<file path="src/rtl/rv32_mem.sv">
// rv32_mem: RV32 memory stage between execute and writeback.
//   Issues load/store on a ready-handshake data bus, aligns/extends load data,
//   resolves branches (combinational mispredict), registers results for writeback.
//   Latency: 1 cycle with zero-wait bus; +N cycles for N bus wait states.
//   Backpressure: stall_out while a bus access waits or a result sits in the hold buffer;
//   stall_in freezes the output registers (a completed load parks in the hold buffer).
// Ports: execute-side control/data (*_in), data bus (data_*), hazard (stall_*),
//   fetch redirect (branch_*_out), writeback (valid_out, rd_*, misaligned_out).
module rv32_mem (
  input  logic        clk,
  input  logic        reset_n,
  input  logic        stall_in,
  input  logic        branch_predicted_taken_in,
  input  logic        valid_in,
  input  logic        mem_read_in,
  input  logic        mem_write_in,
  input  logic [1:0]  mem_width_in,
  input  logic        mem_zero_extend_in,
  input  logic        mem_fence_in,
  input  logic [1:0]  branch_op_in,
  input  logic [4:0]  rd_in,
  input  logic        rd_write_in,
  input  logic [31:0] result_in,
  input  logic [31:0] rs2_value_in,
  input  logic [31:0] branch_pc_in,
  output logic [31:0] data_address_out,
  output logic        data_read_out,
  output logic        data_write_out,
  output logic [3:0]  data_write_mask_out,
  output logic [31:0] data_write_value_out,
  input  logic [31:0] data_read_value_in,
  input  logic        data_ready_in,
  output logic        stall_out,
  output logic        branch_mispredicted_out,
  output logic [31:0] branch_pc_out,
  output logic        valid_out,
  output logic [4:0]  rd_out,
  output logic        rd_write_out,
  output logic [31:0] rd_value_out,
  output logic        misaligned_out
);

  typedef enum logic [1:0] {IDLE, WAIT, HOLD} state_t;

  state_t      state, state_next;
  logic [31:0] hold_value;
  logic        aligned, mem_op, access, misaligned, bus_en, taken;
  logic        out_load, from_hold, capture;
  logic [7:0]  load_byte;
  logic [15:0] load_half;
  logic [31:0] load_value, rd_value;

  always_comb begin
    case (mem_width_in)
      2'b00:   aligned = 1'b1;
      2'b01:   aligned = ~result_in[0];
      default: aligned = (result_in[1:0] == 2'b00);
    endcase
  end

  // Fences travel through as non-memory instructions.
  assign mem_op     = valid_in & (mem_read_in | mem_write_in) & ~mem_fence_in;
  assign access     = mem_op & aligned;
  assign misaligned = mem_op & ~aligned;

  // Requests drop as soon as reset is asserted so the agent abandons the access.
  assign bus_en           = reset_n & (state != HOLD) & access;
  assign data_read_out    = bus_en & mem_read_in;
  assign data_write_out   = bus_en & mem_write_in;
  assign data_address_out = {result_in[31:2], 2'b00};

  always_comb begin
    data_write_mask_out  = 4'b1111;
    data_write_value_out = rs2_value_in;
    case (mem_width_in)
      2'b00: begin
        data_write_mask_out  = 4'b0001 << result_in[1:0];
        data_write_value_out = {4{rs2_value_in[7:0]}};
      end
      2'b01: begin
        data_write_mask_out  = result_in[1] ? 4'b1100 : 4'b0011;
        data_write_value_out = {2{rs2_value_in[15:0]}};
      end
      default: ;
    endcase
    if (!data_write_out) data_write_mask_out = 4'b0000;
  end

  always_comb begin
    case (result_in[1:0])
      2'd0:    load_byte = data_read_value_in[7:0];
      2'd1:    load_byte = data_read_value_in[15:8];
      2'd2:    load_byte = data_read_value_in[23:16];
      default: load_byte = data_read_value_in[31:24];
    endcase
    load_half = result_in[1] ? data_read_value_in[31:16] : data_read_value_in[15:0];
    case (mem_width_in)
      2'b00:   load_value = {{24{load_byte[7]  & ~mem_zero_extend_in}}, load_byte};
      2'b01:   load_value = {{16{load_half[15] & ~mem_zero_extend_in}}, load_half};
      default: load_value = data_read_value_in;
    endcase
  end

  assign rd_value = (mem_read_in & ~mem_fence_in) ? load_value : result_in;

  always_comb begin
    case (branch_op_in)
      2'd0:    taken = 1'b0;
      2'd1:    taken = (result_in == 32'd0);
      2'd2:    taken = (result_in != 32'd0);
      default: taken = 1'b1;
    endcase
  end

  // The instruction in this stage is only a fresh one while IDLE.
  assign branch_mispredicted_out = (state == IDLE) & valid_in & (taken != branch_predicted_taken_in);
  assign branch_pc_out = ((state == IDLE) && taken) ? branch_pc_in : 32'd0;

  assign stall_out = (access & ~data_ready_in) | (state == HOLD);

  always_comb begin
    state_next = state;
    capture    = 1'b0;
    out_load   = 1'b0;
    from_hold  = 1'b0;
    case (state)
      IDLE: begin
        if (access) begin
          if (data_ready_in) begin
            if (stall_in) begin
              state_next = HOLD;
              capture    = 1'b1;
            end else begin
              out_load = 1'b1;
            end
          end else begin
            state_next = WAIT;
          end
        end else begin
          out_load = ~stall_in;
        end
      end
      WAIT: begin
        if (data_ready_in) begin
          if (stall_in) begin
            state_next = HOLD;
            capture    = 1'b1;
          end else begin
            state_next = IDLE;
            out_load   = 1'b1;
          end
        end
      end
      HOLD: begin
        if (!stall_in) begin
          state_next = IDLE;
          out_load   = 1'b1;
          from_hold  = 1'b1;
        end
      end
      default: state_next = IDLE;
    endcase
  end

  always_ff @(posedge clk) begin
    if (!reset_n) begin
      state          <= IDLE;
      hold_value     <= 32'd0;
      valid_out      <= 1'b0;
      rd_out         <= 5'd0;
      rd_write_out   <= 1'b0;
      rd_value_out   <= 32'd0;
      misaligned_out <= 1'b0;
    end else begin
      state <= state_next;
      if (capture) hold_value <= rd_value;
      if (out_load) begin
        valid_out      <= valid_in;
        rd_out         <= rd_in;
        rd_write_out   <= rd_write_in & ~mem_write_in & ~misaligned;
        rd_value_out   <= from_hold ? hold_value : rd_value;
        misaligned_out <= misaligned;
      end
    end
  end

endmodule

</file>
<file path="config.mk">
export PLATFORM = sky130hd
export DESIGN_NAME = rv32_mem
export DESIGN_NICKNAME = d
export VERILOG_FILES = /design/src/rtl/rv32_mem.sv
export SDC_FILE = /design/constraint.sdc
export NUM_CORES = 1
export LEC_CHECK = 0
export CORE_MARGIN = 2
export CORE_UTILIZATION = 39
export CTS_CLUSTER_DIAMETER = 80
export DETAILED_ROUTE_END_ITERATION = 10
export MAX_ROUTING_LAYER = met4
export PLACE_DENSITY_LB_ADDON = 0.2
export SETUP_SLACK_MARGIN = 0.1
export SYNTH_ARGS = -nofsm -noshare
export SYNTH_HDL_FRONTEND = slang
export SYNTH_SLANG_ARGS = --single-unit
</file>
<file path="constraint.sdc">
create_clock -name clk -period 3.2 [get_ports clk]
set_input_delay 0.8 -clock clk [delete_from_list [all_inputs] [get_ports clk]]
set_output_delay 0.8 -clock clk [all_outputs]
set_load 0.02 [all_outputs]
</file>
# Word level (Yosys, flattened, before mapping)
# Index checks and enable logic that the tools add are counted.
# word_totals
input_bits	148
output_inout_bits	144
ff_bits	74
# op_classes
n_bitwise	26
n_reduce_logical	8
n_eq_ne	13
mux	28
shift	1
# ops
cell	n
case mux 32 bit (2 select lines)	2
2-to-1 mux 32 bit	3
zero test 32 bit	1
nonzero test 32 bit	1
case mux 8 bit (3 select lines)	1
bitwise AND 1 bit	16
2-to-1 mux 16 bit	1
2-to-1 mux 2 bit	6
== test 2 x 1 -> 1 bit (second input constant)	4
zero test 2 bit	4
2-to-1 mux 4 bit	2
inequality test 2 bit (second input constant)	4
NOT 1 bit	8
case mux 4 bit (2 select lines)	1
2-to-1 mux 1 bit	7
== test 2 bit (second input constant)	3
case mux 1 bit (3 select lines)	2
case mux 2 bit (3 select lines)	1
case mux 1 bit (2 select lines)	2
AND reduction 4 bit	1
left shift 1 x 2 -> 4 bit (first input constant)	1
inequality test 3 bit (second input constant)	1
OR 1 bit	2
logical AND 1 bit	1
inequality test 1 bit	1

# Longest topological paths before layout
# depth
depth_word	7
ltp_mapped	8
mapped_depth_nobuf	5

# Least setup slack after synthesis
# No wires, ideal clock.
# synth_path
path_type	input to output
startpoint	input mem_width_in[0]
endpoint	output data_write_value_out[24]
path_buffers	3
setup_slack_ps	143
cell_stages	5
arrival_ps	2257
cell_sequence	buf_2 -> clkbuf_1 -> clkbuf_1 -> mux2i_1 -> o21ai_0
# synth_via
elab_chain_cells	2
word_cells_on_any_way	3
cone_classes	eq/ne: 1; mux: 1; reduce/logical: 1
# synth_lines
element	line	rtl
start: declaration	17	input logic [1:0] mem_width_in,
== test 2 x 1 -> 1 bit or zero test 2 bit (tied branches)	75	case (mem_width_in)
case mux 32 bit (2 select lines) *	75	
end: declaration	30	output logic [31:0] data_write_value_out,
# Mark *: on every way between the ends. The rest lies on a longest branch, timed or not.

# Worst setup path after layout
# layout_path
startpoint	input result_in[9]
endpoint	output branch_pc_out[21]
# layout_via
elab_chain_cells	4
word_cells_on_any_way	5
cone_classes	mux: 2; reduce/logical: 3
# layout_lines
element	line	rtl
start: declaration	23	input logic [31:0] result_in,
nonzero test 32 bit or zero test 32 bit (tied branches)	110, 109	
case mux 1 bit (3 select lines) *	107	case (branch_op_in)
logical AND 1 bit *	117	assign branch_pc_out = ((state == IDLE) && taken) ? branch_pc_in : 32'd0;
2-to-1 mux 32 bit *	117	
end: declaration	35	output logic [31:0] branch_pc_out,
# Marks and branches as above.

==> run metrics <==
clock skew=0.00427 ns; first-pass GRT wire length=36000 um; GRT Resource Usage Total=0.336; Nets=around 1100; DR DRC count=0; Antenna Nets Post-Route=0; Reg clk slew, reported paths=0.06 ns; initial antenna violation count=0; final setup margin=-0.0947 ns; io pins=about 290; Netlist cell types=58; Syn Area/Cell=between 7 and 8 sq um; status=complete, but fails checks; Final setup viols=32; worst hold start=hold_value[11]; chip width=118 um; Max H-tree Level=3; Inserted Diodes=0; Die Area=14000 sq um; Tmin final=3.29 ns; Max-slew headroom=0.394; combinational share of power=0.343; Pre-antenna DRT Iters=7; P&R area growth vs syn=74.1%; worst ir drop on vdd=251 uV; Setup CP Type=input port to output port; num rows=41; via density per instance=5.75; post-synth top area share=0.291; Max clock buf depth=2; leak pwr=about 3.6 nW; Worst Max-Slew Pin Slew=between 0.9 and 1 ns; CTS tree=built; Post-Synthesis Cells=675; Inst Count DP=approximately 1100; Max-cap violations=0; number of flops mapped to enable cells by yosys=0; RSZ-0062 raised after global routing=true; sequential area share after synthesis=0.291; Psw=0.000943 W; CP Launch Type=input port; fin crit share=1.03; Reg-to-Reg Start=state[1]; wire per inst=between 20 and 25 um; worst-path maximum fanout=8; worst hold path type=register to register; post-synthesis register bit count=74; routability congestion estimate=0.896; PD cells=353 nW/um^2; Die Height=118 um; dominant cell type by area after synthesis=dfxtp_1; mapped cell area=5080 sq um; Clk pwr share=0.339; Clock Sinks=74; internal cell power=0.00218 W; Crit. End Element=output port; PortBufs=approximately 290; dpl hpwl=17500 um; vias in the first global route=between 6000 and 7000; most common flop cell mapped by yosys=dfxtp_1; sequential share of power=0.318; top post-synthesis cells by area=dfxtp_1 (29%), buf_4 (6.1%), nand2_1 (5.2%); Via Count=around 6500; crit path launch=result_in[9]; Root Driver=clkbuf_16; post-layout util=0.698; share of cells above drive strength 1=0.268; effective utilization at floorplan=0.401; switching share of power=0.302; data required time at the worst endpoint=between 2 and 2.5 ns; failing checks=setup timing; Worst-Skew Late Latency=between 0.3 and 0.4 ns; final cell count without fillers=1138; fin. max-slew vios=0; YS warnings=0; fmax=304 MHz; Core ar.=about 13000 sq um; share of synthesized registers carrying an async set or reset=0; remaining global-route overflow=0; Filler Cell Count=1028; Iter 0 DRT Violations=641; drt total wl=23300 um; CP Data Arrival Time=~2.5 ns; largest net degree at the start of global routing=98; cts bufs inserted=9; Fin. Hold Viols=0
-- final cells by class --
| class | instances | area, sq um | area share |
|---|---|---|---|
| repair buffers | 373 | 3440 | 0.389 |
| clock buffers | 9 | 225 | 0.0255 |
| inverters | 8 | 30.0 | 0.00339 |
| well taps | 172 | 215 | 0.0243 |
| clock inverters | 6 | 82.6 | 0.00934 |
| multi-input cells | 496 | 3370 | 0.381 |
| flip-flops and latches | 74 | 1480 | 0.167 |
-- critical path, cell delays in order --
cell and delay, ns:
buf_6 0.10, nor4_4 0.27, buf_4 0.16, nand4_1 0.15, nor2_4 0.18, buf_6 0.13
mux2_4 0.37, and3_4 0.20, buf_6 0.12
-- power by group through the flow --
stage	Clock (W)	Sequential, W	Combinational (W)
2_1_floorplan	0	0.00105	0.000430
3_3_place_gp	0	0.00101	0.00101
3_5_place_dp	0	0.00101	0.00102
4_1_cts	0.00106	0.000991	0.00105
5_1_grt	0.00111	0.000996	0.00113
6_report	0.00106	0.000991	0.00107
-- sequential cells by signal, summed over array words and instances (netlist names) --
name,count
rd_out,5
state,2
misaligned_out,1
hold_value,32
rd_write_out,1
valid_out,1
rd_value_out,32
-- metal layers --
layer,wire length (um),track usage,share of wire,vias up
li1,-,-,-,3033
met1,9350,0.421,0.40,3144
met2,11300,0.551,0.49,328
met3,1930,0.0661,0.083,42
met4,650,0.0964,0.028,0
met5,0,-,0,-
-- path summary, 6_finish.rpt --
kind / end / slack (ns) / depth (start not counted)
worst max-delay path: branch_pc_out[21] / -0.09 / 9
worst max register to register: rd_value_out[8] / 1.40 / 5
worst min-delay path: hold_value[11] / 0.45 / 2
worst min register to register: hold_value[11] / 0.45 / 2
-- kinds of logic (layout without fill, tap and decap cells) --
family,after synthesis,in the layout,share of synthesized area
AND/OR/NAND/NOR,271,271,0.284
multiplexers,29,32,0.0643
buffers and inverters,109,396,0.115
other,1,2,0.000738
flip-flops,74,74,0.291
AO/OA/AOI/OAI,191,191,0.244
-- synthesized netlist by cell type (7+ instances only) --
cell type,number
a31oi_1,23
dfxtp_1,74
clkbuf_1,46
or3_1,19
nor4_1,8
o2111ai_1,9
nand3_1,39
o22ai_1,15
o21ai_0,50
nor2_1,31
and3_1,36
nand4_1,8
o221ai_1,13
mux2_2,19
nor2b_1,7
a21boi_0,8
a21oi_1,26
buf_4,41
nand2_1,71
o21ai_1,13
mux2i_1,9
nand3b_1,7
buf_2,11
and2_1,23
inv_1,8
-- what timing repair did --
| action | 4_1_cts | 5_1_grt |
|---|---|---|
| pin swaps | 47 | 16 |
| endpoints found under the setup margin | 56 | 38 |
| endpoints found under the hold margin | 0 | 0 |
| resized for setup | 415 | 28 |
| buffers inserted | 4 | 0 |
| cloned | 3 | 0 |
| hold buffers | 0 | 0 |
-- metrics by stage --
| stage | total power (W) | setup WS [ns] | setup TNS (ns) | area [sq um] | hold slack [ns] |
|---|---|---|---|---|---|
| final | 0.00312 | -0.0947 | -1.94 | 8850 | 0.450 |
| after global routing | 0.00324 | -0.152 | -3.89 | 8850 | 0.477 |
| after CTS | 0.00310 | -0.0450 | -0.834 | 8800 | 0.452 |
| after detailed placement | 0.00203 | -1.08 | -41.80 | 8240 | 0.445 |
| after global placement | 0.00202 | -0.956 | -38.64 | 8240 | 0.441 |
| after floorplan | 0.00148 | 0.143 | 0 | 5090 | 0.431 |
-- layout by cell type (no fill, tap or decap), drive strengths merged, types with 3 or more instances in the layout --
| cell | n |
|---|---|
| a222oi | 6 |
| o221ai | 13 |
| clkdlybuf4s15 | 4 |
| or4b | 3 |
| clkinv | 3 |
| nor4 | 8 |
| nand2b | 5 |
| buf | 152 |
| o2111ai | 9 |
| o21ai | 64 |
| nor2b | 7 |
| nand2 | 71 |
| a21oi | 26 |
| nand4 | 8 |
| nand3b | 7 |
| dfxtp | 74 |
| and3 | 36 |
| a31oi | 23 |
| clkbuf | 12 |
| mux2 | 22 |
| or3 | 19 |
| nor2 | 31 |
| a211oi | 7 |
| nand3 | 40 |
| and2 | 24 |
| a21boi | 10 |
| a31o | 6 |
| o22ai | 15 |
| dlygate4sd2 | 19 |
| clkdlybuf4s50 | 194 |
| mux2i | 9 |
| inv | 8 |
Power figures use the tool's default switching activity.
